**config.mk**
```make
export PLATFORM = sky130hd
export DESIGN_NAME = lm_sm_sequencer
export DESIGN_NICKNAME = d
export VERILOG_FILES = /design/src/rtl/riscy_pkg.sv /design/src/rtl/lm_sm_sequencer_lsb_prio_enc.sv /design/src/rtl/lm_sm_sequencer.sv
export SDC_FILE = /design/constraint.sdc
export NUM_CORES = 1
export LEC_CHECK = 0
export ABC_AREA = 1
export BUFFER_PORTS_ARGS = -buffer_cell sky130_fd_sc_hd__buf_2
export CAP_MARGIN = 20
export CORE_MARGIN = 4
export CORE_UTILIZATION = 30
export CTS_BUF_LIST = sky130_fd_sc_hd__clkbuf_16
export DETAILED_ROUTE_END_ITERATION = 16
export HOLD_SLACK_MARGIN = 0.15
export PLACE_DENSITY = 0.61
export SLEW_MARGIN = 30
export SYNTH_ARGS = -nofsm -noshare
export SYNTH_HDL_FRONTEND = slang
export SYNTH_SLANG_ARGS = --single-unit
```
**constraint.sdc**
```tcl
create_clock -name clk -period 2 [get_ports clk]
set_input_delay 0.1 -clock clk [delete_from_list [all_inputs] [get_ports clk]]
set_output_delay 0.1 -clock clk [all_outputs]
set_load 0.01 [all_outputs]
```
**src/rtl/riscy_pkg.sv**
```systemverilog
// ---------------------------------------------------------------------------
// riscy_pkg
// Shared definitions for the decode-stage load/store-multiple sequencer:
// datapath and register-list widths plus the sequencer state type.
// No ports (package).
// ---------------------------------------------------------------------------
package riscy_pkg;

   localparam int ADDR_W = 16;
   localparam int LIST_W = 8;
   localparam int REG_AW = 3;

   // Sequencer is either waiting for an LM/SM or expanding one into micro-ops
   typedef enum logic {
      IDLE = 1'b0,
      SEQ  = 1'b1
   } seq_state_t;

endpackage

```
**src/rtl/lm_sm_sequencer_lsb_prio_enc.sv**
```systemverilog
// ---------------------------------------------------------------------------
// lsb_prio_enc
// Lowest-set-bit priority encoder used to walk a register list from
// register 0 upward.
// Ports:
//   i_mask    in   LIST_W  remaining register list
//   o_index   out  REG_AW  index of the lowest set bit (0 when mask is 0)
//   o_onehot  out  LIST_W  one-hot mask of that bit, used to clear it
//   o_single  out  1       mask has exactly one bit set
// ---------------------------------------------------------------------------
module lsb_prio_enc
   import riscy_pkg::*;
#(
   parameter int P_LIST_W = LIST_W,
   parameter int P_REG_AW = REG_AW
) (
   input  logic [P_LIST_W-1:0] i_mask,
   output logic [P_REG_AW-1:0] o_index,
   output logic [P_LIST_W-1:0] o_onehot,
   output logic                o_single
);

   logic [P_LIST_W-1:0] w_minus_one;

   // Scan from the top down so the last hit written is the lowest set bit
   always_comb begin
      o_index = '0;
      for (int i = P_LIST_W - 1; i >= 0; i--) begin
         if (i_mask[i]) begin
            o_index = P_REG_AW'(i);
         end
      end
   end

   // Two's-complement trick isolates the lowest set bit; removing it and
   // finding nothing left means exactly one bit was set
   assign w_minus_one = i_mask - P_LIST_W'(1);
   assign o_onehot    = i_mask & (~i_mask + P_LIST_W'(1));
   assign o_single    = (i_mask != '0) && ((i_mask & w_minus_one) == '0);

endmodule

```
**src/rtl/lm_sm_sequencer.sv**
```systemverilog
// ---------------------------------------------------------------------------
// lm_sm_sequencer
// Expands an LM/SM instruction with an 8-bit register list into one
// single-register micro-op per set bit, lowest register first, and holds
// the front end (PC, IF/ID) while the expansion is in progress.
// Ports:
//   clk, rst     clock and asynchronous active-high reset
//   valid_in     decode stage holds a valid instruction
//   is_lm_in     instruction is LM (wins if is_sm_in is also set)
//   is_sm_in     instruction is SM
//   reg_list     register list, bit i selects register i
//   stall        downstream stall, freezes the sequencer
//   flush        decode flush, aborts any sequence
//   sel_seq      decode mux takes sequencer fields
//   hold_front   hold PC and IF/ID this cycle
//   busy         a sequence is in progress
//   uop_valid    a micro-op is presented
//   uop_reg      register address of the micro-op
//   uop_offset   word offset from base (micro-op index)
//   uop_is_lm    micro-op belongs to an LM
//   uop_is_sm    micro-op belongs to an SM
//   uop_last     final micro-op of the sequence
// ---------------------------------------------------------------------------
module lm_sm_sequencer
   import riscy_pkg::*;
#(
   parameter int ADDR_W = riscy_pkg::ADDR_W,
   parameter int LIST_W = riscy_pkg::LIST_W,
   parameter int REG_AW = riscy_pkg::REG_AW
) (
   input  logic              clk,
   input  logic              rst,
   input  logic              valid_in,
   input  logic              is_lm_in,
   input  logic              is_sm_in,
   input  logic [LIST_W-1:0] reg_list,
   input  logic              stall,
   input  logic              flush,
   output logic              sel_seq,
   output logic              hold_front,
   output logic              busy,
   output logic              uop_valid,
   output logic [REG_AW-1:0] uop_reg,
   output logic [ADDR_W-1:0] uop_offset,
   output logic              uop_is_lm,
   output logic              uop_is_sm,
   output logic              uop_last
);

   seq_state_t        r_state;
   logic [LIST_W-1:0] r_mask;
   logic [REG_AW:0]   r_cnt;
   logic              r_kind_lm;
   logic              r_kind_sm;

   seq_state_t        w_nxt_state;
   logic [LIST_W-1:0] w_nxt_mask;
   logic [REG_AW:0]   w_nxt_cnt;
   logic              w_nxt_lm;
   logic              w_nxt_sm;

   logic              w_is_multi;
   logic              w_accept;
   logic [REG_AW-1:0] w_enc_index;
   logic [LIST_W-1:0] w_enc_onehot;
   logic              w_enc_single;

   lsb_prio_enc #(
      .P_LIST_W (LIST_W),
      .P_REG_AW (REG_AW)
   ) u_enc (
      .i_mask   (r_mask),
      .o_index  (w_enc_index),
      .o_onehot (w_enc_onehot),
      .o_single (w_enc_single)
   );

   // An empty register list is never accepted; it retires as a NOP instead
   assign w_is_multi = valid_in & (is_lm_in | is_sm_in);
   assign w_accept   = (r_state == IDLE) & w_is_multi & (reg_list != '0)
                       & ~stall & ~flush;
   assign busy       = (r_state == SEQ);

   // State register; everything else is decided in the combinational block
   always_ff @(posedge clk or posedge rst) begin
      if (rst) begin
         r_state   <= IDLE;
         r_mask    <= '0;
         r_cnt     <= '0;
         r_kind_lm <= 1'b0;
         r_kind_sm <= 1'b0;
      end else begin
         r_state   <= w_nxt_state;
         r_mask    <= w_nxt_mask;
         r_cnt     <= w_nxt_cnt;
         r_kind_lm <= w_nxt_lm;
         r_kind_sm <= w_nxt_sm;
      end
   end

   // Next-state and output decode. In SEQ the micro-op fields come purely
   // from registered state, so a stall simply re-presents the same micro-op.
   // Flush is applied last so it overrides both accept and advance.
   always_comb begin
      w_nxt_state = r_state;
      w_nxt_mask  = r_mask;
      w_nxt_cnt   = r_cnt;
      w_nxt_lm    = r_kind_lm;
      w_nxt_sm    = r_kind_sm;
      sel_seq     = 1'b0;
      hold_front  = 1'b0;
      uop_valid   = 1'b0;
      uop_reg     = '0;
      uop_offset  = '0;
      uop_is_lm   = 1'b0;
      uop_is_sm   = 1'b0;
      uop_last    = 1'b0;

      case (r_state)
         IDLE: begin
            sel_seq    = w_is_multi;
            hold_front = w_accept;
            if (w_accept) begin
               w_nxt_state = SEQ;
               w_nxt_mask  = reg_list;
               w_nxt_cnt   = '0;
               w_nxt_lm    = is_lm_in;
               w_nxt_sm    = is_sm_in & ~is_lm_in;
            end
         end
         SEQ: begin
            sel_seq    = 1'b1;
            uop_valid  = ~flush;
            uop_reg    = w_enc_index;
            uop_offset = ADDR_W'(r_cnt);
            uop_is_lm  = r_kind_lm;
            uop_is_sm  = r_kind_sm;
            uop_last   = w_enc_single;
            hold_front = ~w_enc_single;
            if (!stall) begin
               w_nxt_mask = r_mask & ~w_enc_onehot;
               w_nxt_cnt  = r_cnt + 1'b1;
               if (w_enc_single) begin
                  w_nxt_state = IDLE;
               end
            end
         end
         default: begin
            w_nxt_state = IDLE;
         end
      endcase

      if (flush) begin
         w_nxt_state = IDLE;
         w_nxt_mask  = '0;
         w_nxt_cnt   = '0;
      end
   end

endmodule

```
Yosys cells after proc, flatten, opt, wreduce, memory -nomap -nowiden
Index checks and enable logic that the tools add are counted.
{"block": "word_totals", "regBits": 15, "latch_bits": 0, "ramBits": 0, "romBits": 0, "output_inout_bits": 26, "wordCells": 62, "mem_count": 0}
{"block": "classes", "n_addsub": 3, "multipliers": 0, "div": 0, "magnitude_cmp": 0, "eq_ne": 2, "shifts": 0, "muxes": 29, "bitwise_logic": 17, "reduce_logical": 6}
{"operator": "$mux 3", "count": 9}
{"operator": "$and 8x8->8", "count": 3}
{"operator": "$mux 8", "count": 3}
{"operator": "$mux 4", "count": 4}
{"operator": "$not 8->8", "count": 2}
{"operator": "$pmux 8 s2", "count": 1}
{"operator": "$reduce_bool 8->1", "count": 2}
{"operator": "$add 8x1->8 const B", "count": 1}
{"operator": "$logic_not 8->1", "count": 1}
{"operator": "$mux 1", "count": 8}
{"operator": "$pmux 4 s2", "count": 1}
{"operator": "$sub 8x1->8 const B", "count": 1}
{"operator": "$and 1x1->1", "count": 6}
{"operator": "$ne 3x3->1 const B", "count": 2}
{"operator": "$pmux 1 s2", "count": 3}
{"operator": "$not 1->1", "count": 5}
{"operator": "$add 4x1->4 const B", "count": 1}
{"operator": "$reduce_and 2->1", "count": 2}
{"operator": "$logic_and 1x1->1", "count": 1}
{"operator": "$or 1x1->1", "count": 1}

Longest topological paths before layout
Gate-level depths: netlist of the first run.
{"block": "depth", "depth_word": 9, "mapped_depth": 11, "ltp_nobuf": 11}

Modules after synthesis
From an unflattened synthesis of the first run, not the netlist that was laid out.
{"block": "hier_totals", "hier_cells": 197, "area_unflattened_um2": 1316.3}
{"mod": "lm_sm_sequencer", "n_inst": 1, "cells_each": 148, "area_per_inst_um2": 1086.0, "seq_area_each_um2": 375.4}
{"mod": "lsb_prio_enc", "n_inst": 1, "cells_each": 49, "area_per_inst_um2": 230.2, "seq_area_each_um2": 0.0}

Least setup slack after synthesis of the first run
No wires, ideal clock.
{"block": "synth_timing", "kind": "register to register", "from": "register r_mask[0]", "to": "register r_state, in the netlist busy", "setup_ns": 0.115, "t_arrival_ns": 1.159, "required_time_ns": 1.885, "setup_slack_ns": 0.725, "path_stages_with_launch": 11, "path_buffers": 0, "period_less_slack_ns": 1.275, "cell_sequence": "dfrtp_1 > nor2_4 > nor2_1 > nor2_1 > nand2_1 > nor2_1 > nand3_2 > nand2_2 > nand2_2 > nand2_2 > nand2_2"}
{"block": "synth_via", "elab_chain_len": 8, "elab_cells_between_ends": 9, "cone_classes": "1 x add/sub; 4 x mux; 1 x bitwise; 3 x reduce/logical"}
{"element": "start: declaration", "line_no": "lm_sm_sequencer.sv:51", "rtl": "logic [LIST_W-1:0] r_mask;"}
{"element": "start signal: assignment", "line_no": "lm_sm_sequencer.sv:94", "rtl": "r_mask <= w_nxt_mask;"}
{"element": "$sub 8x1->8", "line_no": "lm_sm_sequencer_lsb_prio_enc.sv:37", "rtl": "assign w_minus_one = i_mask - P_LIST_W'(1);"}
{"element": "$and 8x8->8", "line_no": "lm_sm_sequencer_lsb_prio_enc.sv:39", "rtl": "assign o_single = (i_mask != '0) && ((i_mask & w_minus_one) == '0);"}
{"element": "$logic_not 8->1", "line_no": "lm_sm_sequencer_lsb_prio_enc.sv:39"}
{"element": "$logic_and 1x1->1 (*)", "line_no": "lm_sm_sequencer_lsb_prio_enc.sv:39"}
{"element": "$mux 1 (*)", "line_no": "lm_sm_sequencer.sv:143", "rtl": "if (w_enc_single) begin"}
{"element": "$mux 1 (*)", "line_no": "lm_sm_sequencer.sv:140", "rtl": "if (!stall) begin"}
{"element": "$pmux 1 s2 (*)", "line_no": "lm_sm_sequencer.sv:119", "rtl": "case (r_state)"}
{"element": "$mux 1 (*)", "line_no": "lm_sm_sequencer.sv:153", "rtl": "if (flush) begin"}
{"element": "via w_nxt_state", "line_no": "lm_sm_sequencer.sv:56", "rtl": "seq_state_t w_nxt_state;"}
{"element": "end signal: assignment", "line_no": "lm_sm_sequencer.sv:93", "rtl": "r_state <= w_nxt_state;"}
{"element": "end: declaration", "line_no": "lm_sm_sequencer.sv:50", "rtl": "seq_state_t r_state;"}
The timed path passes the listed nets; every way through them passes the cells marked *.
A chain may end at the register's enable or synchronous reset.

Final worst setup path of the first run
{"block": "layout_timing", "from": "register r_mask[1]", "to": "output port uop_last"}
{"block": "layout_via", "elab_chain_len": 5, "elab_cells_between_ends": 6, "cone_classes": "1 x add/sub; 1 x mux; 1 x bitwise; 3 x reduce/logical"}
{"element": "$sub 8x1->8", "line_no": "lm_sm_sequencer_lsb_prio_enc.sv:37"}
{"element": "$and 8x8->8", "line_no": "lm_sm_sequencer_lsb_prio_enc.sv:39"}
{"element": "$logic_not 8->1", "line_no": "lm_sm_sequencer_lsb_prio_enc.sv:39"}
{"element": "$logic_and 1x1->1 (*)", "line_no": "lm_sm_sequencer_lsb_prio_enc.sv:39"}
{"element": "$mux 1 (*)", "line_no": "lm_sm_sequencer.sv:119"}
{"element": "end: declaration", "line_no": "lm_sm_sequencer.sv:47", "rtl": "output logic uop_last"}
Every way passes the cells marked *; elsewhere a longest branch is shown, timed or not.

==> flow_summary_export.csv, run 1 <==
group,metric,value,unit
outcome,outcome,"finished clean",
pwr,pwr-share-clk,0.362,
synthesis,async_reset_ff_frac,1.00,
synthesis,synth_top_area_cell,"dfrtp_1",
synthesis,synth_cell_types,23,
pwr,peakVddDrop,0.318,mV
synthesis,syn_area,1120,sq um
sta,finalSetupViolations,0,
global_route,grt_pass1_wl,5.04,mm
cts,cts.htree.levels,1,
synthesis,synth-main-ff-cell,"dfrtp_1",
cts,root_buffer,"clkbuf_16",
sta,fin_crit_sh,0.830,
route,drt_iter0_markers,45,
sta,max-slew-margin-rel,0.599,
setup_path,critical_path.endpoint_type,"output pin",
final_layout,nets,216,
floorplan,initial_utilization,0.324,
route,drt-total-wl,2.83,mm
synthesis,ys_ff_latch,15,
cts,clock_latency,0.25,ns
cts,path_clk_slew,0.05,ns
setup_path,reg2regPathDepth,6,
global_route,overflow,0,
setup_path,cpMaxStageDelayCell,"dfrtp_1",
floorplan,rows,21,
run,cap_violations,0,
setup_path,cp-start-kind,"flip-flop",
setup_path,crit_required,1.90,ns
sta,drv_slew,0,
cts,clockBufferDepth,2,
synthesis,synth_commonest_cells,"nand2_1 (44), inv_1 (17)",
sta,rsz0062_at_grt,"no",
pwr,intPower,0.726,mW
global_route,track_usage,0.128,
pwr,p_switching,0.386,mW
cts,numCtsBuffers,3,
sta,tightest_slew,0.601,ns
cts,cts_sinks,15,
synthesis,synth_top_area_frac,0.334,
final_layout,final_layout_size_suffix_gt1_frac,0.271,
route,ant_nets,0,
route,via_count,1105,
worst_hold_path,worstHoldStart,"reg_list[2]",
synthesis,syn_inst,166,
final_layout,final_area,1380,sq um
worst_hold_path,hp-class,"in2reg",
synthesis,synth-edff-count,0,
synthesis,seq_area_frac_synth,0.334,
synthesis,avgSynthCellArea,6.77,sq um
setup_path,timing.rr.end,"r_mask[6]",
setup_path,critPathTopFamily,"simple AND/OR/NAND/NOR gates",
sta,hold_viol,0,
sta,period_needed,1.66,ns
final_layout,n_antenna_cell,0,
sta,finalSetupTns,0,ns
floorplan,fp.dieH,69.2,um
pwr,power_frac_comb,0.288,
setup_path,rrSetupSlack,0.42,ns
synthesis,yosys_warnings,0,
global_route,grt_max_degree,16,
setup_path,max_stage_delay,0.45,ns
global_route,antenna_found_initial,0,
setup_path,crit_type,"reg2out",
final_layout,area_growth,22.6,%
pwr,p_sw_frac,0.347,
cts,cts_tree,"built",
setup_path,path_cells,"nor2_4, nand2_2, nor2_1, nor2_1, nor2_2, nand3_2, nor2_1, buf_2",
floorplan,pin_count,41,
synthesis,synth_area_leaders,"dfrtp_1 (33%), nand2_1 (15%), buf_4 (10%)",
setup_path,cp_max_fo,5,
placement,hpwlAfterDp,2.23,mm
worst_hold_path,hold_end,"r_mask[2]",
sta,clock_skew,0.00132,ns
worst_hold_path,worstHoldPathCells,3,
setup_path,rr_startpoint,"busy",
placement,gp_congestion,0.886,
route,drc,0,
synthesis,yosys.cell_count.top_type,"nand2_1",
route,wl_per_cell,11.6,um
setup_path,crit_arrival,1.56,ns
floorplan,core_area,3470,sq um
setup_path,worst-path-buf-inv,1,
global_route,grt_pass1_vias,1074,
pwr,seqPwrFrac,0.350,
pwr,p_per_area,807,nW/um^2
sta,fmax,603,MHz
floorplan,die_x,69.2,um
route,first_pass_iters,4,
route,routed_via_density,4.51,
pwr,p_leak,0.789,nW
floorplan,dieArea,4790,sq um
placement,dpl_cell_area,1260,sq um
setup_path,crit_top_cell,"nor2_1",
cts,postCtsSetupBuffers,0,
setup_path,startpoint,"r_mask[1]",
placement,port_buffers,28,
## metal layers
| metal | global-route usage | up-vias | routed length [um] |
|---|---|---|---|
| met5 | 0 | - | 0 |
| met4 | 0.0390 | 0 | 30 |
| met3 | 0.0304 | 2 | 148 |
| met2 | 0.208 | 34 | 1340 |
| met1 | 0.168 | 502 | 1310 |
| li1 | - | 567 | - |
## worst reg2reg max path, delay by kind of cell (launching register included)
kind	cells	cell delay, ns
AO/OA/AOI/OAI	2	0.28
buffers and inverters	2	0.27
flip-flops	1	0.66
AND/OR/NAND/NOR	2	0.29
## worst max path at each step
stage                     cells after the start    endpoint  slack [ns]
final                                         8    uop_last        0.34
after detailed placement                      6   r_mask[7]        0.43
after CTS                                     6  hold_front        0.33
after floorplan                              10        busy        0.73
after global routing                          6  hold_front        0.14
after global placement                        6   r_mask[6]        0.47
## logic make-up (layout without fill, tap and decap cells)
kind of cell | after synthesis | count (layout) | share of synthesized area
other cells | 1 | 12 | 0.00334
fa+ha+maj | 1 | 1 | 0.0111
simple gates | 84 | 84 | 0.344
buf+inv | 39 | 61 | 0.180
compound gates | 26 | 26 | 0.127
flops | 15 | 15 | 0.334
## per-stage QoR
stage	power (mW)	hold slack (ns)	util	setup WS [ns]	instances
floorplan	0.641	0.00148	-	0.725	177
global placement	0.708	0.203	0.363	0.470	237
detailed placement	0.709	0.211	0.363	0.427	237
CTS	1.12	0.203	0.397	0.326	245
global route	1.19	0.204	0.397	0.145	245
finish	1.11	0.203	0.397	0.340	245
## power by group through the flow
stage / logic [mW] / registers (mW) / clock network, mW
after global placement: 0.315 / 0.393 / 0
after detailed placement: 0.315 / 0.394 / 0
after global routing: 0.370 / 0.396 / 0.423
final: 0.320 / 0.389 / 0.402
after CTS: 0.323 / 0.389 / 0.405
after floorplan: 0.262 / 0.379 / 0
## cells in the final DEF (no fill, tap or decap), drive strengths merged
cell	synthesis	routed
dlygate4sd3	0	4
a22o	1	1
nor2	20	20
a22oi	2	2
dfrtp	15	15
nand4	3	3
o21ai	19	19
clkinv	0	1
conb	1	12
inv	24	24
nand2	50	50
nor3	3	3
nand3	6	6
or2	2	2
clkbuf	0	3
a21oi	2	2
ha	1	1
o31ai	1	1
a31oi	1	1
buf	15	29
## flip-flops by register name, indices dropped and copies added (netlist names)
name	cells
r_mask	8
r_cnt	4
busy	1
r_kind_lm	1
r_kind_sm	1
## what timing repair did
| action | CTS | global route |
|---|---|---|
| hold endpoints to repair | 19 | 0 |
| hold buffers | 4 | 0 |
| gates resized for setup | 0 | 0 |
## cell type report
cell class | count | area [sq um]
multi-input cells | 123 | 587
fillers | 402 | 2090
flip-flops and latches | 15 | 375
clock inverters | 1 | 5.00
well taps | 46 | 57.6
inverters | 24 | 90.1
clock buffers | 3 | 75.1
repair buffers | 33 | 188
Power figures use the tool's default switching activity.
==> run 2, diff against run 1 <==
- clock period: 2 -> 1.6 ns (I/O delays scaled with it)
==> run 2 against run 1 <==
Compared with the run above:
- the flow now finishes with violations (negative setup slack)
- routed wire length is 0.67% lower
- clock skew increased by 0.0013 ns
- critical path depth fell by 1
- worst hold slack worse by 0.032 ns
- non-clock buffer count rose by 4
- combinational power up 43%
- sequential share of layout area down 0.80 points
- via count rose by 0.45%
- sequential cell count unchanged
- power grew 28%
- critical endpoint is now hold_front
==> flow_summary_export.csv, run 2 (synthesis gave the netlist of run 1 again) <==
group,metric,value,unit
global_route,grt_pass1_wl,4.84,mm
run,cap_violations,0,
global_route,track_usage,0.122,
route,drt_iter0_markers,43,
cts,numCtsBuffers,3,
final_layout,regMostFlops,"r_mask",
cts,cts.htree.levels,1,
sta,rsz0062_at_grt,"yes",
pwr,intPower,0.935,mW
final_layout,register_area,377,sq um
cts,cts_sinks,15,
route,via_count,1110,
final_layout,largest_reg_flops,8,
route,drt-total-wl,2.81,mm
global_route,grt_max_degree,16,
placement,port_buffers,28,
placement,placed_cells_incl_taps,238,
setup_path,crit_required,1.52,ns
final_layout,final_layout_size_suffix_gt1_frac,0.300,
sta,drv_slew,0,
sta,fin_crit_sh,1.02,
outcome,outcome,"complete, but fails checks",
pwr,seqPwrFrac,0.338,
floorplan,pin_count,41,
final_layout,instances_no_fill,249,
setup_path,crit_arrival,1.55,ns
pwr,p_per_area,997,nW/um^2
floorplan,die_x,69.2,um
pwr,power_frac_comb,0.321,
worst_hold_path,hp-class,"in2reg",
floorplan,rows,21,
sta,hold_viol,0,
setup_path,critical_path.endpoint_type,"output pin",
final_layout,area_growth,26.7,%
floorplan,initial_utilization,0.324,
route,drc,0,
global_route,grt_pass1_vias,1042,
route,routed_via_density,4.46,
final_layout,final_common_cell,"nand2_1",
placement,dpl_cell_area,1260,sq um
setup_path,cp_max_fo,4,
global_route,overflow,0,
sta,max-slew-margin-rel,0.591,
sta,tightest_slew,0.613,ns
final_layout,n_antenna_cell,0,
floorplan,fp.dieH,69.2,um
cts,clock_latency,0.24,ns
cts,root_buffer,"clkbuf_16",
floorplan,core_area,3470,sq um
floorplan,dieArea,4790,sq um
setup_path,crit_type,"reg2out",
final_layout,largestRegisters,"r_mask (8), r_cnt (4)",
pwr,peakVddDrop,0.374,mV
route,wl_per_cell,11.3,um
final_layout,final_util,0.411,
pwr,p_sw_frac,0.341,
cts,path_clk_slew,0.05,ns
route,ant_nets,0,
final_layout,nets,220,
sta,finalSetupViolations,2,
placement,hpwlAfterDp,2.17,mm
outcome,violations,"negative setup slack",
setup_path,cp-start-kind,"flip-flop",
sta,period_needed,1.63,ns
placement,gp_congestion,0.793,
sta,worst_slack,-0.0336,ns
pwr,p_switching,0.485,mW
final_layout,final_cell_mix,"nand2_1 (43), buf_2 (27), inv_1 (18), o21ai_1 (15)",
sta,fmax,612,MHz
cts,clockBufferDepth,2,
final_layout,multi_input_area,597,sq um
pwr,pwr-share-clk,0.341,
sta,clock_skew,0.00261,ns
route,first_pass_iters,4,
pwr,p_leak,0.812,nW
final_layout,final_area,1420,sq um
global_route,antenna_found_initial,0,
final_layout,fillers,371,
cts,cts_tree,"built",
==> run 2: cell count changes in the layout (fill, tap and decap cells not counted) <==
cell and delta:
buf_2 -1, buf_4 +4, buf_6 +1, clkinv_2 -1, dfrtp_1 -1, dfrtp_2 +1, inv_1 +1, nand2_1 -1
nand2_2 +1, nor2_1 -1, nor2_2 +1, nor3_1 -1, nor3_2 +1
==> run 2: metal layers <==
metal  vias to the layer above  wire length (um)  global-route usage
met3                         2               168              0.0188
li1                        575                 -                   -
met2                        41              1260               0.185
met5                         -                 0                   0
met4                         0                27              0.0390
met1                       492              1360               0.176
==> run 2: critical path: stages, from the launching register on <==
cell	delay, ns
dfrtp_1	0.42
nor2_4	0.18
nand2_2	0.10
o21ai_1	0.23
nand3_2	0.12
nand2_2	0.07
nand2_2	0.06
buf_6	0.12
==> run 2: metrics by stage <==
step	power (mW)	worst slack [ns]	setup TNS, ns	hold slack [ns]
2_1_floorplan	0.801	0.325	0	-0.0185
3_3_place_gp	0.887	0.229	0	0.181
3_5_place_dp	0.888	0.214	0	0.182
4_1_cts	1.42	-0.00279	-0.00279	0.173
5_1_grt	1.51	-0.125	-0.253	0.193
6_report	1.42	-0.0336	-0.0622	0.171
==> run 2: path summary, 6_finish.rpt <==
kind,startpoint,endpoint,slack (ns),cells past startpoint
worst max-delay path,r_mask[0],hold_front,-0.03,7
worst min-delay path,reg_list[1],r_mask[1],0.17,3
worst max register to register,r_mask[0],busy,0.08,9
worst min register to register,r_kind_lm,r_kind_lm,0.47,2
max in group asynchronous,rst,r_mask[1],0.72,3
min in group asynchronous,rst,r_mask[2],0.45,3
==> run 2: area by class of cell <==
cell class,instances,area share
Clock buffer,3,0.0527
Clock inverter,1,0.00264
Inverter,24,0.0633
Multi-Input combinational cell,123,0.419
Sequential cell,15,0.264
Tap cell,46,0.0404
Timing Repair Buffer,37,0.157
==> run 2: timing repair <==
item                                    4_1_cts  5_1_grt
pin swaps                                     4        1
endpoints found under the setup margin        2        4
endpoints found under the hold margin        20        0
hold buffers                                  4        0
gates resized for setup                       4        1
buffers inserted                              3        0
==> run 2: power by group through the flow <==
stage                     Clock, mW  Combinational (mW)  Sequential (mW)
after CTS                     0.494               0.449            0.478
after global routing          0.513               0.512            0.486
after global placement            0               0.403            0.484
after detailed placement          0               0.404            0.484
final                         0.484               0.456            0.480
after floorplan                   0               0.327            0.474
